`src/rtl/ars_shift_sequencer.sv`:
```
// ars_shift_sequencer: multi-cycle arithmetic right shift built on a 0..3-place shifter
//   Ports: clk, rst_n (async, active-low); in_valid/in_ready/in_data/in_amt request
//   handshake; out_valid/out_ready/out_data result handshake; busy = not IDLE.
//   Optional: define ARS_SEQ_ABORT_EN to add input abort (cancels SHIFT/DONE).
module ArithmeticRightShifter #(
    parameter int N = 5
) (
    input  logic [N-1:0] a,
    input  logic [1:0]   ctrl,
    output logic [N-1:0] y
);
    assign y = $signed(a) >>> ctrl;
endmodule

module ars_shift_sequencer #(
    parameter int N     = 5,
    parameter int AMT_W = 4
) (
    input  logic             clk,
    input  logic             rst_n,
    input  logic             in_valid,
    output logic             in_ready,
    input  logic [N-1:0]     in_data,
    input  logic [AMT_W-1:0] in_amt,
    output logic             out_valid,
    input  logic             out_ready,
`ifdef ARS_SEQ_ABORT_EN
    input  logic             abort,
`endif
    output logic [N-1:0]     out_data,
    output logic             busy
);
    localparam int RW = $clog2(N);

    typedef enum logic [1:0] {IDLE, SHIFT, DONE} state_t;

    state_t        state;
    logic [N-1:0]  data;
    logic [RW-1:0] rem;
    logic [1:0]    step;
    logic [N-1:0]  sh_out;
    logic          kill;

`ifdef ARS_SEQ_ABORT_EN
    assign kill = abort && state != IDLE;
`else
    assign kill = 1'b0;
`endif

    // Largest pass the shifter supports is 3 places
    assign step = rem > RW'(2) ? 2'd3 : rem[1:0];

    ArithmeticRightShifter #(.N(N)) u_shifter (.a(data), .ctrl(step), .y(sh_out));

    always_ff @(posedge clk or negedge rst_n) begin
        if (!rst_n) begin
            state <= IDLE;
            data  <= '0;
            rem   <= '0;
        end else if (kill) begin
            state <= IDLE;
            data  <= '0;
            rem   <= '0;
        end else begin
            case (state)
                IDLE: if (in_valid) begin
                    data <= in_data;
                    // Shifting by N-1 already leaves only sign bits, so clamp there
                    if (in_amt >= AMT_W'(N - 1)) begin
                        rem   <= RW'(N - 1);
                        state <= SHIFT;
                    end else begin
                        rem   <= RW'(in_amt);
                        state <= in_amt == '0 ? DONE : SHIFT;
                    end
                end
                SHIFT: begin
                    data  <= sh_out;
                    rem   <= rem - RW'(step);
                    state <= rem == RW'(step) ? DONE : SHIFT;
                end
                DONE: if (out_ready) state <= IDLE;
                default: state <= IDLE;
            endcase
        end
    end

    assign in_ready  = state == IDLE;
    assign busy      = state != IDLE;
    assign out_valid = state == DONE;
    assign out_data  = data;
endmodule

```
`config.mk`:
```
export PLATFORM = sky130hd
export DESIGN_NAME = ars_shift_sequencer
export DESIGN_NICKNAME = d
export VERILOG_FILES = /design/src/rtl/ars_shift_sequencer.sv
export SDC_FILE = /design/constraint.sdc
export NUM_CORES = 1
export LEC_CHECK = 0
export CORE_UTILIZATION = 41
export DETAILED_ROUTE_END_ITERATION = 7
export HOLD_SLACK_MARGIN = 0.12
export PLACE_DENSITY_LB_ADDON = 0.12
export RECOVER_POWER = 50
export SLEW_MARGIN = 20
export SYNTH_ARGS = -nofsm -noshare
export SYNTH_HDL_FRONTEND = slang
export SYNTH_SLANG_ARGS = --single-unit
```
`constraint.sdc`:
```
create_clock -name clk -period 1.55 [get_ports clk]
set_input_delay 0.31 -clock clk [delete_from_list [all_inputs] [get_ports clk]]
set_output_delay 0.31 -clock clk [all_outputs]
set_load 0.03 [all_outputs]
```
Word-level counts from Yosys, hierarchy flattened
Cells that the tools add are included.
{ "word_totals": {"regBits": 10, "inputBits": 13, "output_inout_bits": 8, "elab_cells": 30} }
{ "op_classes": {"addsub": 1, "magnitude_cmp": 2, "n_eq_ne": 5, "n_shift": 1, "muxes": 12, "reduce_logical": 6} }
{ "ops": {"columns": ["operator", "n"], "rows": [
  ["$mux 2", 6],
  ["$pmux 5 s2", 1],
  ["$mux 3", 2],
  ["$pmux 2 s3", 1],
  ["$pmux 3 s2", 1],
  ["$mux 5", 1],
  ["$sshr 5x2->5", 1],
  ["$ge 4x3->1 const B", 1],
  ["$logic_not 4->1", 1],
  ["$reduce_and 2->1", 2],
  ["$reduce_bool 2->1", 2],
  ["$eq 3x2->1", 1],
  ["$gt 3x2->1 const B", 1],
  ["$sub 3x2->3", 1],
  ["$eq 2x1->1 const B", 1],
  ["$eq 2x2->1 const B", 1],
  ["$logic_not 2->1", 1],
  ["$ne 2x1->1 const B", 1],
  ["$ne 2x2->1 const B", 1]
]} }

Depth between registers and ports, before layout
Gate-level depths: netlist of run 1.
{ "depth": {"depth_word": 5, "ltp_mapped": 6, "mapped_depth_nobuf": 5} }

Hierarchy
From an unflattened synthesis of run 1, not the netlist that was laid out.
{ "unflattened": {"cells_unflattened": 75, "area_unflattened_um2": 726.9} }
{ "by_module_without_submodules": {"columns": ["mod", "instances", "cells_each", "area_each_um2", "seq_area_each_um2"], "rows": [
  ["ars_shift_sequencer", 1, 68, 629.4, 250.2],
  ["ArithmeticRightShifter", 1, 7, 97.6, 0.0]
]} }

Worst setup path before layout of run 1
Ideal clock, no wire load.
{ "synth_timing": {"path_type": "flip-flop to output port", "from": "reg state[1]", "to": "out busy", "arrival_time_ns": 1.312, "t_required_ns": 1.240, "slack_ns": -0.072, "stages_incl_launch_ff": 4, "path_buffers": 1, "path_cell_list": "dfrtp_1 clkbuf_1 nor2_1 inv_1"} }
{ "synth_between": {"elab_chain_cells": 1} }
{ "synth_rtl": {"columns": ["element", "line", "source"], "rows": [
  ["start, declared", "37", "state_t state;"],
  ["start signal, assigned", "74", "state <= in_amt == '0 ? DONE : SHIFT;"],
  ["start signal, assigned", "80", "state <= rem == RW'(step) ? DONE : SHIFT;"],
  ["$reduce_bool 2->1", "89", "assign busy = state != IDLE;"],
  ["end, declared", "31", "output logic busy"]
]} }
No other way between the ends.

Worst setup path after layout of run 1
{ "layout_timing": {"from": "reg rem[0]", "to": "reg state[1]"} }
{ "layout_between": {"elab_chain_cells": 5} }
{ "layout_rtl": {"columns": ["element", "line", "source"], "rows": [
  ["start, declared", "39", "logic [RW-1:0] rem;"],
  ["start signal, assigned", "70", "rem <= RW'(N - 1);"],
  ["start signal, assigned", "73", "rem <= RW'(in_amt);"],
  ["start signal, assigned", "79", "rem <= rem - RW'(step);"],
  ["$gt 3x2->1", "51", "assign step = rem > RW'(2) ? 2'd3 : rem[1:0];"],
  ["$mux 2", "51", null],
  ["$eq 3x2->1 (*)", "80", null],
  ["$mux 2 (*)", "80", null],
  ["$pmux 2 s3 (*)", "65", "case (state)"]
]} }
Every way passes the cells marked *; elsewhere a longest branch is shown, timed or not.
A chain may end at the register's enable or synchronous reset.

==> insert_results.sql, run 1 <==
INSERT INTO impl_metrics (metric_group, metric, value, unit) VALUES
('global_routing', 'antenna_violations_before_repair', '0', ''),
('global_routing', 'gr-usage-all-layers', '21.8', '%'),
('route', 'post_drt_via_cell_ratio', '5.79', ''),
('cts', 'cts-htree-levels', '1', ''),
('setup_path', 'rr_startpoint', 'rem[0]$_DFFE_PN0P_', ''),
('placed_design', 'gp_congestion', '0.877', ''),
('synth', 'synthTopCellsByArea', 'dfrtp_1, a41oi_2, nor3b_1', ''),
('cts', 'clk_path_buf_depth', '2', ''),
('route', 'routed_wire_length_per_instance', '15.0', 'µm'),
('timing', 'hold_viol', '0', ''),
('route', 'detail_route.first_pass.iterations', '6', ''),
('global_routing', 'first_global_vias', '676', ''),
('route', 'postRouteWirelength', '1830', 'µm'),
('layout', 'finish.net_count', '121', ''),
('timing', 'timing_limited_maximum_frequency', '671', 'MHz'),
('route', 'route.vias.total', '706', ''),
('timing', 'timing.clock.skew', '0.00774', 'ns'),
('timing', 'post-route-period-util', '96.2', '%'),
('route', 'drt_iter0_markers', '21', ''),
('setup_path', 'crit_fanout', '5', ''),
('synth', 'synthesis.nets', '90', ''),
('synth', 'ys_async_sr_fraction', '100', '%'),
('placed_design', 'placed_cells_incl_taps', '115', ''),
('synth', 'synth_sequential_area_ratio', '35.4', '%'),
('timing', 'sum_neg_setup_slack', '0', 'ns'),
('die', 'fp.dieArea', '0.00189', 'mm²'),
('synth', 'syn_inst', '76', ''),
('die', 'chipHeight', '43.5', 'µm'),
('synth', 'syn_area', '707', 'µm²'),
('die', 'core_area', '0.00156', 'mm²'),
('layout', 'instances_no_fill', '122', ''),
('timing', 'tightestPinTransition', '0.495', 'ns'),
('hold_path', 'worst_hold_path_type', 'in -> async', ''),
('power_and_ir_drop', 'vdd.ir_drop.worst', '1310', 'µV'),
('synth', 'yosys_warnings', '0', ''),
('timing', 'grt_setup_unrepaired', 'false', ''),
('placed_design', 'io_buffer_count', '20', ''),
('synth', 'syn_area_per_cell', '9.30', 'µm²'),
('die', 'floorplan.die.width', '43.5', 'µm'),
('synth', 'synth.ff_latch_count', '10', ''),
('timing', 'setup_viol', '0', ''),
('job', 'timing.max_cap.violations', '0', ''),
('cts', 'cts_tree', 'built', ''),
('outcome', 'violated_checks', 'DRC', ''),
('setup_path', 'crit_path_end_kind', 'flop', ''),
('placed_design', 'dpl.hpwl', '1270', 'µm'),
('global_routing', 'wire_length_of_the_first_global_routing_pass', '3020', 'µm'),
('die', 'rows', '14', ''),
('die', 'ioPinCount', '21', ''),
('global_routing', 'grt-ovfl-total', '0', ''),
('outcome', 'outcome', 'finished, violations left', ''),
('setup_path', 'setup.reg_to_reg.worst_slack', '0.06', 'ns'),
('route', 'ant_nets', '0', ''),
('timing', 'min_period', '1.49', 'ns'),
('timing', 'slew_headroom', '66.9', '%'),
('synth', 'synth_enable_flop_cells', '0', ''),
('setup_path', 'worstPathRequired', '1.70', 'ns'),
('setup_path', 'critPathLaunch', 'rem[0]$_DFFE_PN0P_', ''),
('synth', 'yosysTopAreaCell', 'dfrtp_1', ''),
('power_and_ir_drop', 'cellLeakagePower', '0.422', 'nW'),
('cts', 'cts_hold_repair.buffers', '0', ''),
('layout', 'drive_above_1_share', '28.3', '%'),
('cts', 'ctsRootBufferMaster', 'clkbuf_4', ''),
('synth', 'post_synth_num_cell_types', '35', ''),
('layout', 'layout.filler_cells', '141', ''),
('cts', 'cts-buffers-inserted', '3', ''),
('setup_path', 'startpoint_type', 'flop', ''),
('cts', 'clock_sinks', '10', ''),
('cts', 'worst_skew_pair.late_latency', '0.27', 'ns'),
('synth', 'synthDominantCellAreaShare', '35.4', '%'),
('layout', 'layout-area-overhead-vs-synth', '44.2', '%'),
('cts', 'clock_transition_at_the_registers_of_the_reported_paths', '0.07', 'ns'),
('global_routing', 'grt_max_degree', '12', ''),
('die', 'initial_utilization', '45.3', '%'),
('setup_path', 'worstSetupPathType', 'reg -> reg', ''),
('route', 'route.detailed.drc', '4', ''),
('timing', 'report.final.slew_viol_count', '0', ''),
('power_and_ir_drop', 'power_per_standard_cell_area', '2290', 'mW/mm²'),
('synth', 'main_synth_ff_type', 'dfrtp_1', ''),
('layout', 'antenna_cells_inserted', '0', ''),
('setup_path', 'worst_endpoint_data_arrival_time', '1.65', 'ns');
==> cells in the final DEF, fill, tap and decap left out, types with 2 or more instances in the layout <==
cell,synthesis,final
clkdlybuf4s50_1,0,11
nor2_1,5,4
o21a_1,2,2
dlygate4sd2_1,0,5
a21oi_1,4,4
dfrtp_1,10,9
a41oi_2,2,2
nor2b_1,2,2
nand4_1,2,2
o221ai_1,3,3
clkbuf_4,0,3
a41oi_1,2,2
nand2_1,6,6
buf_4,0,15
nand2b_1,3,3
o21ai_1,1,2
nor3b_1,4,4
o22ai_1,3,3
inv_1,3,3
==> worst paths after layout <==
path / endpoint / cells past startpoint
worst max-delay path: state[1]$_DFFE_PN0P_ / 5
worst min-delay path: rem[2]$_DFFE_PN0P_ / 1
worst max register to register: state[1]$_DFFE_PN0P_ / 5
worst min register to register: state[0]$_DFFE_PN0P_ / 1
max in group asynchronous: state[1]$_DFFE_PN0P_ / 1
min in group clk: state[0]$_DFFE_PN0P_ / 1
==> layer usage <==
metal  vias up  wire length [µm]  track usage [%]  part of all wire [%]
li1        350                 -                -                     -
met3         2                74             6.25                   4.1
met1       338               874             28.3                    48
met4         0                18             7.50                  0.99
met2        16               859             34.8                    47
met5         -                 0                0                     0
==> cell usage after synthesis, types with 3 or more instances <==
cell type,count
dfrtp_1,10
nand2b_1,3
nand2_1,6
o22ai_1,3
nor3b_1,4
o221ai_1,3
inv_1,3
a21oi_1,4
nor2_1,5
==> critical path, stage by stage (launching register included) <==
cell      delay, ns
dfrtp_1        0.43
nand2b_2       0.21
ha_1           0.22
nor2b_1        0.17
and3_1         0.20
a21o_1         0.15
==> cell families (layout without fill, tap and decap cells) <==
logic type / after synthesis / in the layout / synth area share, %
DFF: 10 / 10 / 35.4
AOI/OAI and AO/OA: 25 / 25 / 28.1
buffers and inverters: 9 / 39 / 6.55
and+or+nand+nor: 29 / 29 / 25.1
muxes: 2 / 2 / 3.01
adders and majority gates: 1 / 1 / 1.77
==> sequential cells by signal, indices dropped and copies added (netlist names) <==
register / cells
out_data: 5
rem: 3
state: 2
==> repair_timing <==
item,4_1_cts,5_1_grt
gates resized for setup,6,3
setup endpoints to repair,7,5
buffers inserted,1,2
==> stage by stage <==
| stage | util [%] | hold slack, ns | total power, W | cell area (µm²) | setup WS (ns) |
|---|---|---|---|---|---|
| CTS | 63.7 | 0.374 | 0.00225 | 993 | 0.0587 |
| floorplan | - | 0.0144 | 0.00159 | 709 | 0.110 |
| global route | 65.4 | 0.469 | 0.00251 | 1020 | 0.00789 |
| finish | 65.4 | 0.436 | 0.00233 | 1020 | 0.0594 |
| detailed placement | 61.2 | 0.560 | 0.00203 | 955 | -0.108 |
| global placement | 61.2 | 0.548 | 0.00201 | 955 | -0.0767 |
==> cell type report <==
cell class | count | area [µm²] | share of cell area, %
clock buffer | 4 | 36.3 | 3.56
timing repair buffer | 32 | 277 | 27.1
multi-input combinational | 57 | 424 | 41.6
inverter | 3 | 11.3 | 1.10
tap | 16 | 20.0 | 1.96
sequential | 10 | 251 | 24.7
==> power breakdown <==
part / switching [W] / total (W) / leakage (nW) / internal, W
Clock: 0.0000962 / 0.000239 / 0.0210 / 0.000143
Combinational: 0.000830 / 0.00154 / 0.285 / 0.000707
Sequential: 0.000148 / 0.000556 / 0.117 / 0.000408
Power figures use the tool's default switching activity.
==> inputs of run 2 (changes only) <==
Settings changed: GPL_ROUTABILITY_DRIVEN set to 0.
==> results of run 2 <==
Final layout, timing and power as in run 1 (identical DEF).
==> inputs of run 3 (changes only) <==
Settings changed: CAP_MARGIN set to 20, SYNTH_HIERARCHICAL set to 1.
==> run 3 against run 2 <==
Sequential cell count unchanged. Critical path type unchanged. Maximum frequency down 3.1%. Clock power up 2%. Clock skew up 0.0022 ns. The run still ends with DRC left. Die area up 2.7%. Worst hold slack worse by 0.0035 ns. Power down 7.1%. Critical path depth unchanged. Cell area up 4.3%.
==> insert_results.sql, run 3 <==
INSERT INTO impl_metrics (metric_group, metric, value, unit) VALUES
('cts', 'cts-buffers-inserted', '3', ''),
('timing', 'grt_setup_unrepaired', 'true', ''),
('synth', 'yosysTopAreaCell', 'dfrtp_1', ''),
('setup_path', 'startpoint_type', 'flop', ''),
('global_routing', 'grt_max_degree', '13', ''),
('timing', 'tightestPinTransition', '0.496', 'ns'),
('timing', 'sum_neg_setup_slack', '0', 'ns'),
('die', 'floorplan.die.width', '44.1', 'µm'),
('synth', 'synth_sequential_area_ratio', '34.4', '%'),
('layout', 'layout.filler_cells', '129', ''),
('setup_path', 'worst_r2r_endpoint', 'out_data[2]$_DFFE_PN0P_', ''),
('cts', 'ctsRootBufferMaster', 'clkbuf_4', ''),
('setup_path', 'worst_endpoint_data_arrival_time', '1.70', 'ns'),
('setup_path', 'worstSetupPathType', 'reg -> reg', ''),
('synth', 'syn_area_per_cell', '9.69', 'µm²'),
('synth', 'synth_enable_flop_cells', '0', ''),
('layout', 'mostFrequentLayoutCells', 'buf_4, clkdlybuf4s50_1, dfrtp_1, and2b_1', ''),
('global_routing', 'grt-ovfl-total', '0', ''),
('synth', 'synthesis.nets', '90', ''),
('die', 'fp.dieArea', '0.00195', 'mm²'),
('route', 'ant_nets', '0', ''),
('setup_path', 'crit_fanout', '4', ''),
('global_routing', 'gr-usage-all-layers', '21.1', '%'),
('layout', 'layout_commonest_cell', 'buf_4', ''),
('placed_design', 'io_buffer_count', '20', ''),
('setup_path', 'setup.reg_to_reg.worst_slack', '0.01', 'ns'),
('synth', 'synthDominantCellAreaShare', '34.4', '%'),
('die', 'rows', '14', ''),
('die', 'core_area', '0.00158', 'mm²'),
('timing', 'timing_limited_maximum_frequency', '650', 'MHz'),
('power_and_ir_drop', 'vdd.ir_drop.worst', '1090', 'µV'),
('route', 'route.vias.total', '710', ''),
('hold_path', 'worst_hold_path_type', 'in -> async', ''),
('cts', 'clock_sinks', '10', ''),
('route', 'route.detailed.drc', '2', ''),
('cts', 'cts_hold_repair.buffers', '0', ''),
('power_and_ir_drop', 'power_per_standard_cell_area', '2040', 'mW/mm²'),
('die', 'chipHeight', '44.1', 'µm'),
('setup_path', 'worstPathRequired', '1.71', 'ns'),
('timing', 'report.final.slew_viol_count', '0', ''),
('die', 'ioPinCount', '21', ''),
('job', 'timing.max_cap.violations', '0', ''),
('synth', 'synthTopCellsByArea', 'dfrtp_1, mux4_1, a22oi_1', ''),
('die', 'initial_utilization', '46.1', '%'),
('layout', 'finish.net_count', '124', ''),
('timing', 'timing.clock.skew', '0.00993', 'ns'),
('power_and_ir_drop', 'cellLeakagePower', '0.489', 'nW'),
('synth', 'ys_async_sr_fraction', '100', '%'),
('placed_design', 'placed_cells_incl_taps', '118', ''),
('route', 'postRouteWirelength', '1780', 'µm'),
('route', 'drt_iter0_markers', '9', ''),
('timing', 'setup_viol', '0', ''),
('cts', 'clock_transition_at_the_registers_of_the_reported_paths', '0.08', 'ns'),
('route', 'post_drt_via_cell_ratio', '5.73', ''),
('synth', 'synth.ff_latch_count', '10', ''),
('layout', 'instances_no_fill', '124', ''),
('synth', 'main_synth_ff_type', 'dfrtp_1', ''),
('synth', 'syn_area', '727', 'µm²'),
('global_routing', 'wire_length_of_the_first_global_routing_pass', '3050', 'µm'),
('timing', 'min_period', '1.54', 'ns'),
('setup_path', 'critPathLaunch', 'rem[0]$_DFFE_PN0P_', ''),
('cts', 'worst_skew_pair.late_latency', '0.27', 'ns'),
('layout', 'drive_above_1_share', '31.5', '%'),
('outcome', 'outcome', 'finished, violations left', ''),
('cts', 'cts_tree', 'built', ''),
('timing', 'post-route-period-util', '99.2', '%'),
('setup_path', 'crit_path_end_kind', 'flop', ''),
('layout', 'layout-area-overhead-vs-synth', '46.3', '%'),
('layout', 'layout.core_utilization', '67.5', '%'),
('route', 'routed_wire_length_per_instance', '14.3', 'µm'),
('setup_path', 'worstRegToRegCells', '5', ''),
('synth', 'post-synth-top-count-cell', 'dfrtp_1', ''),
('setup_path', 'rr_startpoint', 'rem[0]$_DFFE_PN0P_', ''),
('global_routing', 'antenna_violations_before_repair', '0', ''),
('cts', 'clk_path_buf_depth', '2', ''),
('timing', 'slew_headroom', '66.8', '%'),
('placed_design', 'dpl.hpwl', '1340', 'µm'),
('global_routing', 'first_global_vias', '703', ''),
('synth', 'post_synth_num_cell_types', '29', ''),
('cts', 'cts-htree-levels', '1', ''),
('synth', 'syn_inst', '75', ''),
('layout', 'antenna_cells_inserted', '0', ''),
('synth', 'synth.cells.most_frequent', 'dfrtp_1, a22oi_1, and2b_1, o21ai_1, a21oi_1', ''),
('route', 'detail_route.first_pass.iterations', '6', ''),
('outcome', 'violated_checks', 'DRC', ''),
('layout', 'largest_reg_flops', '5', ''),
('synth', 'yosys_warnings', '6', ''),
('timing', 'hold_viol', '0', '');
[run 3: metrics by stage]
stage	area (µm²)	power [W]	setup WS [ns]	hold WS, ns
after floorplan	729	0.00140	0.000350	0.0144
after global placement	991	0.00182	-0.0233	0.585
after detailed placement	991	0.00185	-0.0406	0.597
after CTS	1040	0.00212	0.00114	0.379
after global routing	1060	0.00234	-0.0376	0.467
final	1060	0.00217	0.0121	0.432
[run 3: critical path, stage by stage, from the launching register on]
cell	delay [ns]
dfrtp_1	0.38
or2_4	0.28
mux2_4	0.30
mux2_4	0.27
a22oi_2	0.11
o21ai_1	0.08
[run 3: repair_timing]
action,CTS,global route
cloned,0,0
setup endpoints to repair,8,7
pin swaps,3,1
hold endpoints to repair,0,0
gates resized for setup,9,4
setup buffers,1,1
[run 3: kinds of logic (layout without fill, tap and decap cells)]
kind of cell,count (synthesis),in the layout,synth area share [%]
compound gates,23,23,21.0
fa+ha+maj,2,2,3.44
buf+inv,6,39,5.68
flops,10,10,34.4
mux,5,5,11.9
simple gates,29,29,23.6
[run 3: area by class of cell]
type | instances | area, µm² | share of cell area, %
multi-input combinational | 59 | 463 | 43.5
timing repair buffer | 33 | 284 | 26.7
inverter | 2 | 7.51 | 0.706
tap | 16 | 20.0 | 1.88
clock buffer | 4 | 36.3 | 3.41
sequential | 10 | 253 | 23.8
[run 3: metal layers]
metal | vias to the layer above | GRT usage [%] | wire length, µm
met5 | - | 0 | 0
met4 | 0 | 7.27 | 16
met3 | 2 | 2.45 | 60
met2 | 19 | 37.6 | 888
met1 | 348 | 26.2 | 813
li1 | 341 | - | -
[run 3: how the worst max path moves through the flow]
stage	endpoint	slack, ns	depth (start not counted)
after floorplan	out_data[2]$_DFFE_PN0P_	0.0004	5
after global placement	out_data[2]$_DFFE_PN0P_	-0.02	5
after detailed placement	out_data[2]$_DFFE_PN0P_	-0.04	5
after CTS	out_data[2]$_DFFE_PN0P_	0.001	5
after global routing	out_data[2]$_DFFE_PN0P_	-0.04	5
final	out_data[2]$_DFFE_PN0P_	0.01	5
[run 3: power by group]
part | switching (W) | leakage (nW) | internal (W)
clock network | 0.000101 | 0.0210 | 0.000143
logic | 0.000670 | 0.346 | 0.000706
registers | 0.000159 | 0.122 | 0.000388
total | 0.000931 | 0.489 | 0.00124
